==> config.mk <==
export PLATFORM = sky130hd
export DESIGN_NAME = digit_blitter
export DESIGN_NICKNAME = d
export VERILOG_FILES = /design/src/rtl/digit_blitter.sv
export SDC_FILE = /design/constraint.sdc
export NUM_CORES = 1
export LEC_CHECK = 0
export ABC_AREA = 1
export CAP_MARGIN = 20
export CORE_MARGIN = 5
export CORE_UTILIZATION = 49
export CTS_CLUSTER_SIZE = 25
export DETAILED_ROUTE_END_ITERATION = 10
export HOLD_SLACK_MARGIN = 0.06
export PLACE_DENSITY = 0.77
export SYNTH_ARGS = -nofsm -noshare
export SYNTH_HDL_FRONTEND = slang
export SYNTH_SLANG_ARGS = --single-unit
==> constraint.sdc <==
create_clock -name clk_i -period 1.92 [get_ports clk_i]
set_input_delay 0.576 -clock clk_i [delete_from_list [all_inputs] [get_ports clk_i]]
set_output_delay 0.576 -clock clk_i [all_outputs]
set_load 0.005 [all_outputs]
==> src/rtl/digit_blitter.sv <==
// digit_blitter: reader-side sequencer for the digit glyph ROM.
// Accepts "draw digit D at (x, y)" over valid/ready. It sweeps the glyph's ROM bytes row-major and
// writes each returned byte into an 8-bit-per-pixel frame buffer. The ROM read latency is one
// cycle, so the write side runs one cycle behind the address side.
//
// Ports:
//   clk_i, rst_ni          clock, asynchronous active-low reset
//   req_valid_i/ready_o    request handshake; req_digit_i, req_x_i, req_y_i are the payload
//   rom_number_o/addr_o    registered glyph select and byte address to the ROM
//   rom_data_i             ROM byte for the address presented the previous cycle
//   fb_we_o/addr_o/wdata_o frame-buffer write port
//   busy_o                 request in progress
//   done_o                 one-cycle pulse on the drain cycle
module digit_blitter #(
  parameter int unsigned GLYPH_W        = 9,
  parameter int unsigned GLYPH_H        = 15,
  parameter int unsigned FB_W           = 640,
  parameter int unsigned FB_H           = 480,
  parameter int unsigned FB_ADDR_W      = 19,
  parameter bit          TRANSPARENT_EN = 1'b1
) (
  input  logic                 clk_i,
  input  logic                 rst_ni,
  input  logic                 req_valid_i,
  output logic                 req_ready_o,
  input  logic [3:0]           req_digit_i,
  input  logic [9:0]           req_x_i,
  input  logic [8:0]           req_y_i,
  output logic [3:0]           rom_number_o,
  output logic [7:0]           rom_addr_o,
  input  logic [7:0]           rom_data_i,
  output logic                 fb_we_o,
  output logic [FB_ADDR_W-1:0] fb_addr_o,
  output logic [7:0]           fb_wdata_o,
  output logic                 busy_o,
  output logic                 done_o
);

  localparam int unsigned ColW = $clog2(GLYPH_W);
  localparam int unsigned RowW = $clog2(GLYPH_H);

  localparam logic [7:0]           LastAddr = 8'(GLYPH_W * GLYPH_H - 1);
  localparam logic [ColW-1:0]      LastCol  = ColW'(GLYPH_W - 1);
  localparam logic [FB_ADDR_W-1:0] Stride   = FB_ADDR_W'(FB_W);

  typedef enum logic [1:0] {StIdle, StFetch, StDrain} state_e;

  state_e state_q, state_d;

  // init_q keeps req_ready low while in reset and for the edge that releases it.
  logic                 init_q;
  logic                 accept;

  logic [3:0]           digit_q, digit_d;
  logic [9:0]           x_q, x_d;
  logic [8:0]           y_q, y_d;
  logic [7:0]           rom_addr_q, rom_addr_d;
  logic [ColW-1:0]      col_q, col_d;
  logic [RowW-1:0]      row_q, row_d;
  // Frame-buffer address of column 0 of the row currently being presented to the ROM.
  logic [FB_ADDR_W-1:0] base_q, base_d;

  // Write pipeline stage, aligned with rom_data_i.
  logic                 pv_q, pv_d;
  logic [FB_ADDR_W-1:0] pix_q, pix_d;
  logic                 clip_q, clip_d;

  assign accept = req_valid_i & req_ready_o;

  // State register
  always_ff @(posedge clk_i or negedge rst_ni) begin
    if (!rst_ni) begin
      state_q <= StIdle;
      init_q  <= 1'b0;
    end else begin
      state_q <= state_d;
      init_q  <= 1'b1;
    end
  end

  // Next-state logic
  always_comb begin
    state_d = state_q;
    unique case (state_q)
      StIdle:  if (accept) state_d = StFetch;
      StFetch: if (rom_addr_q == LastAddr) state_d = StDrain;
      StDrain: state_d = StIdle;
      default: state_d = StIdle;
    endcase
  end

  // Output logic
  always_comb begin
    req_ready_o  = init_q & (state_q == StIdle);
    busy_o       = (state_q != StIdle);
    done_o       = (state_q == StDrain);
    rom_number_o = digit_q;
    rom_addr_o   = rom_addr_q;
    fb_addr_o    = pix_q;
    fb_wdata_o   = rom_data_i;
    fb_we_o      = pv_q & ~clip_q & ~(TRANSPARENT_EN & (rom_data_i == 8'h00));
  end

  // Address walker
  always_comb begin
    digit_d    = digit_q;
    x_d        = x_q;
    y_d        = y_q;
    rom_addr_d = rom_addr_q;
    col_d      = col_q;
    row_d      = row_q;
    base_d     = base_q;
    if (accept) begin
      digit_d    = req_digit_i;
      x_d        = req_x_i;
      y_d        = req_y_i;
      rom_addr_d = '0;
      col_d      = '0;
      row_d      = '0;
      // The only multiply: the line base is stepped by the stride from here on.
      base_d     = FB_ADDR_W'(req_y_i) * Stride + FB_ADDR_W'(req_x_i);
    end else if ((state_q == StFetch) && (rom_addr_q != LastAddr)) begin
      rom_addr_d = rom_addr_q + 8'd1;
      if (col_q == LastCol) begin
        col_d  = '0;
        row_d  = row_q + RowW'(1);
        base_d = base_q + Stride;
      end else begin
        col_d = col_q + ColW'(1);
      end
    end
  end

  // Pipeline stage: computed for the address presented now, consumed next cycle.
  always_comb begin
    pv_d   = (state_q == StFetch);
    pix_d  = base_q + FB_ADDR_W'(col_q);
    // 11-bit x and 10-bit y sums cannot wrap.
    clip_d = (({1'b0, x_q} + 11'(col_q)) >= 11'(FB_W)) |
             (({1'b0, y_q} + 10'(row_q)) >= 10'(FB_H));
  end

  always_ff @(posedge clk_i or negedge rst_ni) begin
    if (!rst_ni) begin
      digit_q    <= '0;
      x_q        <= '0;
      y_q        <= '0;
      rom_addr_q <= '0;
      col_q      <= '0;
      row_q      <= '0;
      base_q     <= '0;
      pv_q       <= 1'b0;
      pix_q      <= '0;
      clip_q     <= 1'b0;
    end else begin
      digit_q    <= digit_d;
      x_q        <= x_d;
      y_q        <= y_d;
      rom_addr_q <= rom_addr_d;
      col_q      <= col_d;
      row_q      <= row_d;
      base_q     <= base_d;
      pv_q       <= pv_d;
      pix_q      <= pix_d;
      clip_q     <= clip_d;
    end
  end

endmodule

Word level (Yosys, flattened, before mapping):

Cells that the tools add are included.
Widths: inputs -> output; s select.

* flip-flop bits (word level): 82
* output and inout port bits: 43

* $add $sub $neg: 8
* $mul: 1
* order comparisons: 2
* equal/unequal tests: 7
* mux-type cells: 14
* bitwise logic cells: 7
* reduce and logical (&&, ||, !) cells: 8

Operators by type and width (count)
* $mux 19: 3
* $mux 4: 6
* $add 19x10->19: 1
* $add 19x10->19 const B: 1
* $add 19x4->19: 1
* $mux 8: 2
* $mul 9x3->12 const B: 1
* $add 10x4->11: 1
* $ge 11x10->1 const B: 1
* $add 9x4->10: 1
* $ge 10x9->1 const B: 1
* $add 4x1->4 const B: 2
* $add 8x1->8 const B: 1
* $eq 8x8->1 const B: 1
* $logic_not 8->1: 1
* $ne 8x8->1 const B: 1
* $reduce_bool 2->1: 3
* $and 1x1->1: 4
* $eq 4x4->1 const B: 1
* $mux 2: 2
* $pmux 2 s2: 1
* $reduce_and 2->1: 2
* $eq 2x1->1 const B: 1
* $eq 2x2->1 const B: 1
* 6 further kinds: 7

Logic depth before layout (Yosys ltp):

* depth after elaboration: 5
* mapped depth: 15
* gate-level depth less buffers: 15

Worst setup path before layout:

Ideal clock, no wire load.

* path type: input to register
* start point: input port req_y_i[1]
* end point: register base_q[16]
* library setup time: 0.117 ns
* data arrival time: 2.356 ns
* required time: 1.803 ns
* slack: -0.552 ns
* stages: 15
* cells stage by stage: ha_1 -> ha_1 -> fa_1 -> nand2_1 -> inv_1 -> nor2_1 -> inv_1 -> nor2_2 -> nand3_1 -> nor2_1 -> nor2_1 -> nor2_1 -> nand2_1 -> nand2_1 -> nand2_1

* word-level cells in the longest chain between the ends: 3

RTL lines
* start: declaration: line 28 `input logic [8:0] req_y_i,`
* $mul 9x3->12: line 121 `base_d = FB_ADDR_W'(req_y_i) * Stride + FB_ADDR_W'(req_x_i);`
* $add 19x10->19: line 121
* $mux 19: line 113 `if (accept) begin`
* end signal: assignment: line 162 `base_q <= base_d;`
* end: declaration: line 61 `logic [FB_ADDR_W-1:0] base_q, base_d;`

No other way between the ends.
A chain may end at the register's enable or synchronous reset.

Worst setup path after layout:

* start point: input port req_y_i[3]
* end point: register base_q[18]

The elaborated chain is that of the path after synthesis.

==> metrics.yaml <==
critical_path:
  critPathSlowestCell: "fa_2"
  crit_start: "req_y_i[3]"
  crit-reg2reg-launch: "col_q[2]"
  crit_family: "adder cells"
  crit_cells: 14
  startpoint_type: "primary input"
  crit_top_cell: "nand2_1"
  cp.buffers_inverters: 2
  critical-path-max-stage-delay_ns: 0.55
  worst-path-max-fanout: 3
  path_cells: "buf_8 > ha_4 > ha_4 > fa_2 > nand2_2 > inv_2 > nand2_2 > nor2_2 > nand3_1 > nor2_2 > nand2_1 > nand2_1 > nand2_1 > a21oi_2"
  critical_path_class: "in -> reg"
  cp-end-kind: "flip-flop"
  worstRegToRegCells: 9
  crit_required_ns: 2.21
  crit_arrival_ns: 2.44
layout:
  area_delta_synth_final_pct: 38.3
  nets: 791
  fin_cells: 855
  layout.cells.most_common: "nand2_1"
  final_cell_mix: "140 x nand2_1, 79 x dfrtp_1, 68 x inv_1"
  layout-drive-gt1-share: 0.247
  insertedDiodeCount: 0
  final_util: 0.693
timing:
  setup_viol: 7
  fmax_mhz: 466
  slew_viol_final: 0
  fin_crit_sh: 1.12
  grt_setup_unrepaired: "true"
  finalCriticalPeriod_ns: 2.14
  fin_ws_ns: -0.225
  final_hold_viol_count: 0
  skew_ns: 0.0148
  finalSetupTns_ns: -1.18
global_routing:
  grt_pass1_vias: 4382
  antenna_found_initial: 0
  grt_pass1_wl_um: 20100
  grt_max_degree: 34
  grt.overflow.total: 0
  gr-usage-all-layers: 0.212
logic_synthesis:
  ys_seq_area_frac: 0.421
  async_flop_share: 1.00
  yosys_warnings: 0
  synth_top_family_by_area: "simple AND/OR/NAND/NOR gates"
  synth.distinct_cells: 44
  synth_top_flop_cell: "dfrtp_1"
  syn-num-nets: 664
  synthXorXnorAreaFrac: 0.0503
  ys_ff_latch: 82
  synth_fa_ha_area_frac: 0.110
  synth_simple_gate_area_frac: 0.240
  syn_inst: 590
  synth_area_per_cell_sq_um: 8.27
  synth_edf_count: 0
  synth-compound-area-share: 0.0846
  synthMuxAreaShare: 0.00205
  syn_area_sq_um: 4880
power:
  ir_drop_v: 0.000340
  p_leak_nw: 3.25
  finalPower_mw: 3.79
  power_density_nw_per_um2: 563
routing:
  drc: 0
  drt-wirelength-per-cell_um: 14.0
  drtIter0Drc: 244
  final_antenna_net_count: 0
  viasPerCell: 5.07
  drt_wl_total_um: 11900
  first_pass_iters: 4
  num_vias: 4332
placed_design:
  io_buffers: 76
  gp_congestion: 0.869
  hpwl_um: 8910
  numPlacedInstances: 829
clock_tree:
  clock-root-buffer: "clkbuf_8"
  clock_path_buffers: 2
  path_clk_slew_ns: 0.09
  cts_tree: "built"
  clkSinkCount: 82
  worstSkewPairLatency_ns: 0.36
  h-tree-depth: 3
  cts_buffers: 9
outcome:
  outcome: "complete, but fails checks"
  violations: "negative setup slack"
die:
  core.rowCount: 36
  io_pins: 77
  core_sq_um: 9730
  die_x_um: 110
  start_util: 0.501
  die-area_sq_um: 12100
  die_y_um: 110
run:
  drv_cap: 0
worst_hold_path:
  hold_path_class: "in -> async"
## cells in the mapped netlist (3+ instances only)
cell,n,area (sq um)
nor2_2,3,18.8
nand4_1,8,50.1
nor3_1,10,50.1
nand2_4,3,33.8
nand2_2,3,18.8
a31oi_1,3,18.8
buf_2,10,50.1
fa_1,5,100
o21ai_0,30,150
o21ai_1,5,25.0
buf_4,9,67.6
xor2_1,22,193
xnor2_1,6,52.6
nand3_1,31,155
clkbuf_1,3,11.3
a21oi_1,17,85.1
nor2_1,45,169
inv_2,3,11.3
inv_1,75,282
nor4_1,3,18.8
ha_1,35,438
nand2_1,151,567
dfrtp_1,82,2050
## state kept, by name, indices dropped and copies added, names as in the netlist
| name | cells |
|---|---|
| clip_q | 1 |
| pv_q | 1 |
| y_q | 9 |
| state_q | 2 |
| x_q | 10 |
| fb_addr_o | 19 |
| base_q | 19 |
| init_q | 1 |
| rom_addr_o | 8 |
| rom_number_o | 4 |
| row_q | 4 |
| col_q | 4 |
## path summary, 6_finish.rpt
check | end | slack (ns)
setup / recovery | base_q[18] | -0.22
hold / removal | rom_addr_o[5] | 0.11
setup reg to reg | fb_addr_o[15] | 0.05
hold reg to reg | rom_number_o[0] | 0.48
max in group asynchronous | row_q[2] | 1.29
min in group clk_i | rom_number_o[0] | 0.48
## logic make-up (layout without fill, tap and decap cells)
kind of cell    after synthesis  count (layout)
buf+inv                     102             234
flops                        82              82
xor+xnor                     28              28
simple gates                264             264
compound gates               72              72
mux                           1               1
other cells                   1               1
fa+ha+maj                    40              40
## stage by stage
| step | hold WS, ns | cell area (sq um) | setup slack, ns |
|---|---|---|---|
| 2_1_floorplan | 0.280 | 4910 | -0.478 |
| 3_3_place_gp | 0.465 | 6150 | -1.05 |
| 3_5_place_dp | 0.465 | 6150 | -1.06 |
| 4_1_cts | 0.112 | 6580 | -0.216 |
| 5_1_grt | 0.132 | 6750 | -0.321 |
| 6_report | 0.111 | 6750 | -0.225 |
## report_power, final
part           total (mW)  internal (mW)  switching [mW]
combinational       0.588          0.293           0.296
clock                1.48          0.863           0.617
sequential           1.73           1.73        0.000249
## cell type report
class                   instances  area, sq um
clock buffers                  11          131
clock inverters                 5          103
fillers                       754         2980
inverters                      78          293
multi-input cells             406         2730
flip-flops and latches         82         2060
well taps                     133          166
repair buffers                140         1270
## what timing repair did
| item | CTS | global route |
|---|---|---|
| setup buffers | 2 | 8 |
| hold buffers | 0 | 0 |
| setup endpoints to repair | 28 | 27 |
| resized for setup | 104 | 34 |
| hold endpoints to repair | 0 | 0 |
| pin swaps | 28 | 27 |
## layer usage
metal	vias to the layer above	global-route usage	share of wire
li1	2133	-	-
met1	2062	0.273	0.43
met2	116	0.354	0.50
met3	21	0.0299	0.047
met4	0	0.0935	0.021
met5	-	0	0
## worst reg2reg max path, delay by kind of cell, from the launching register on
| kind | cells | cell delay, ns |
|---|---|---|
| flops | 1 | 0.42 |
| xor+xnor | 1 | 0.14 |
| simple gates | 6 | 0.65 |
| compound gates | 1 | 0.22 |
| fa+ha+maj | 1 | 0.31 |
(Power assumes the default switching activity.)
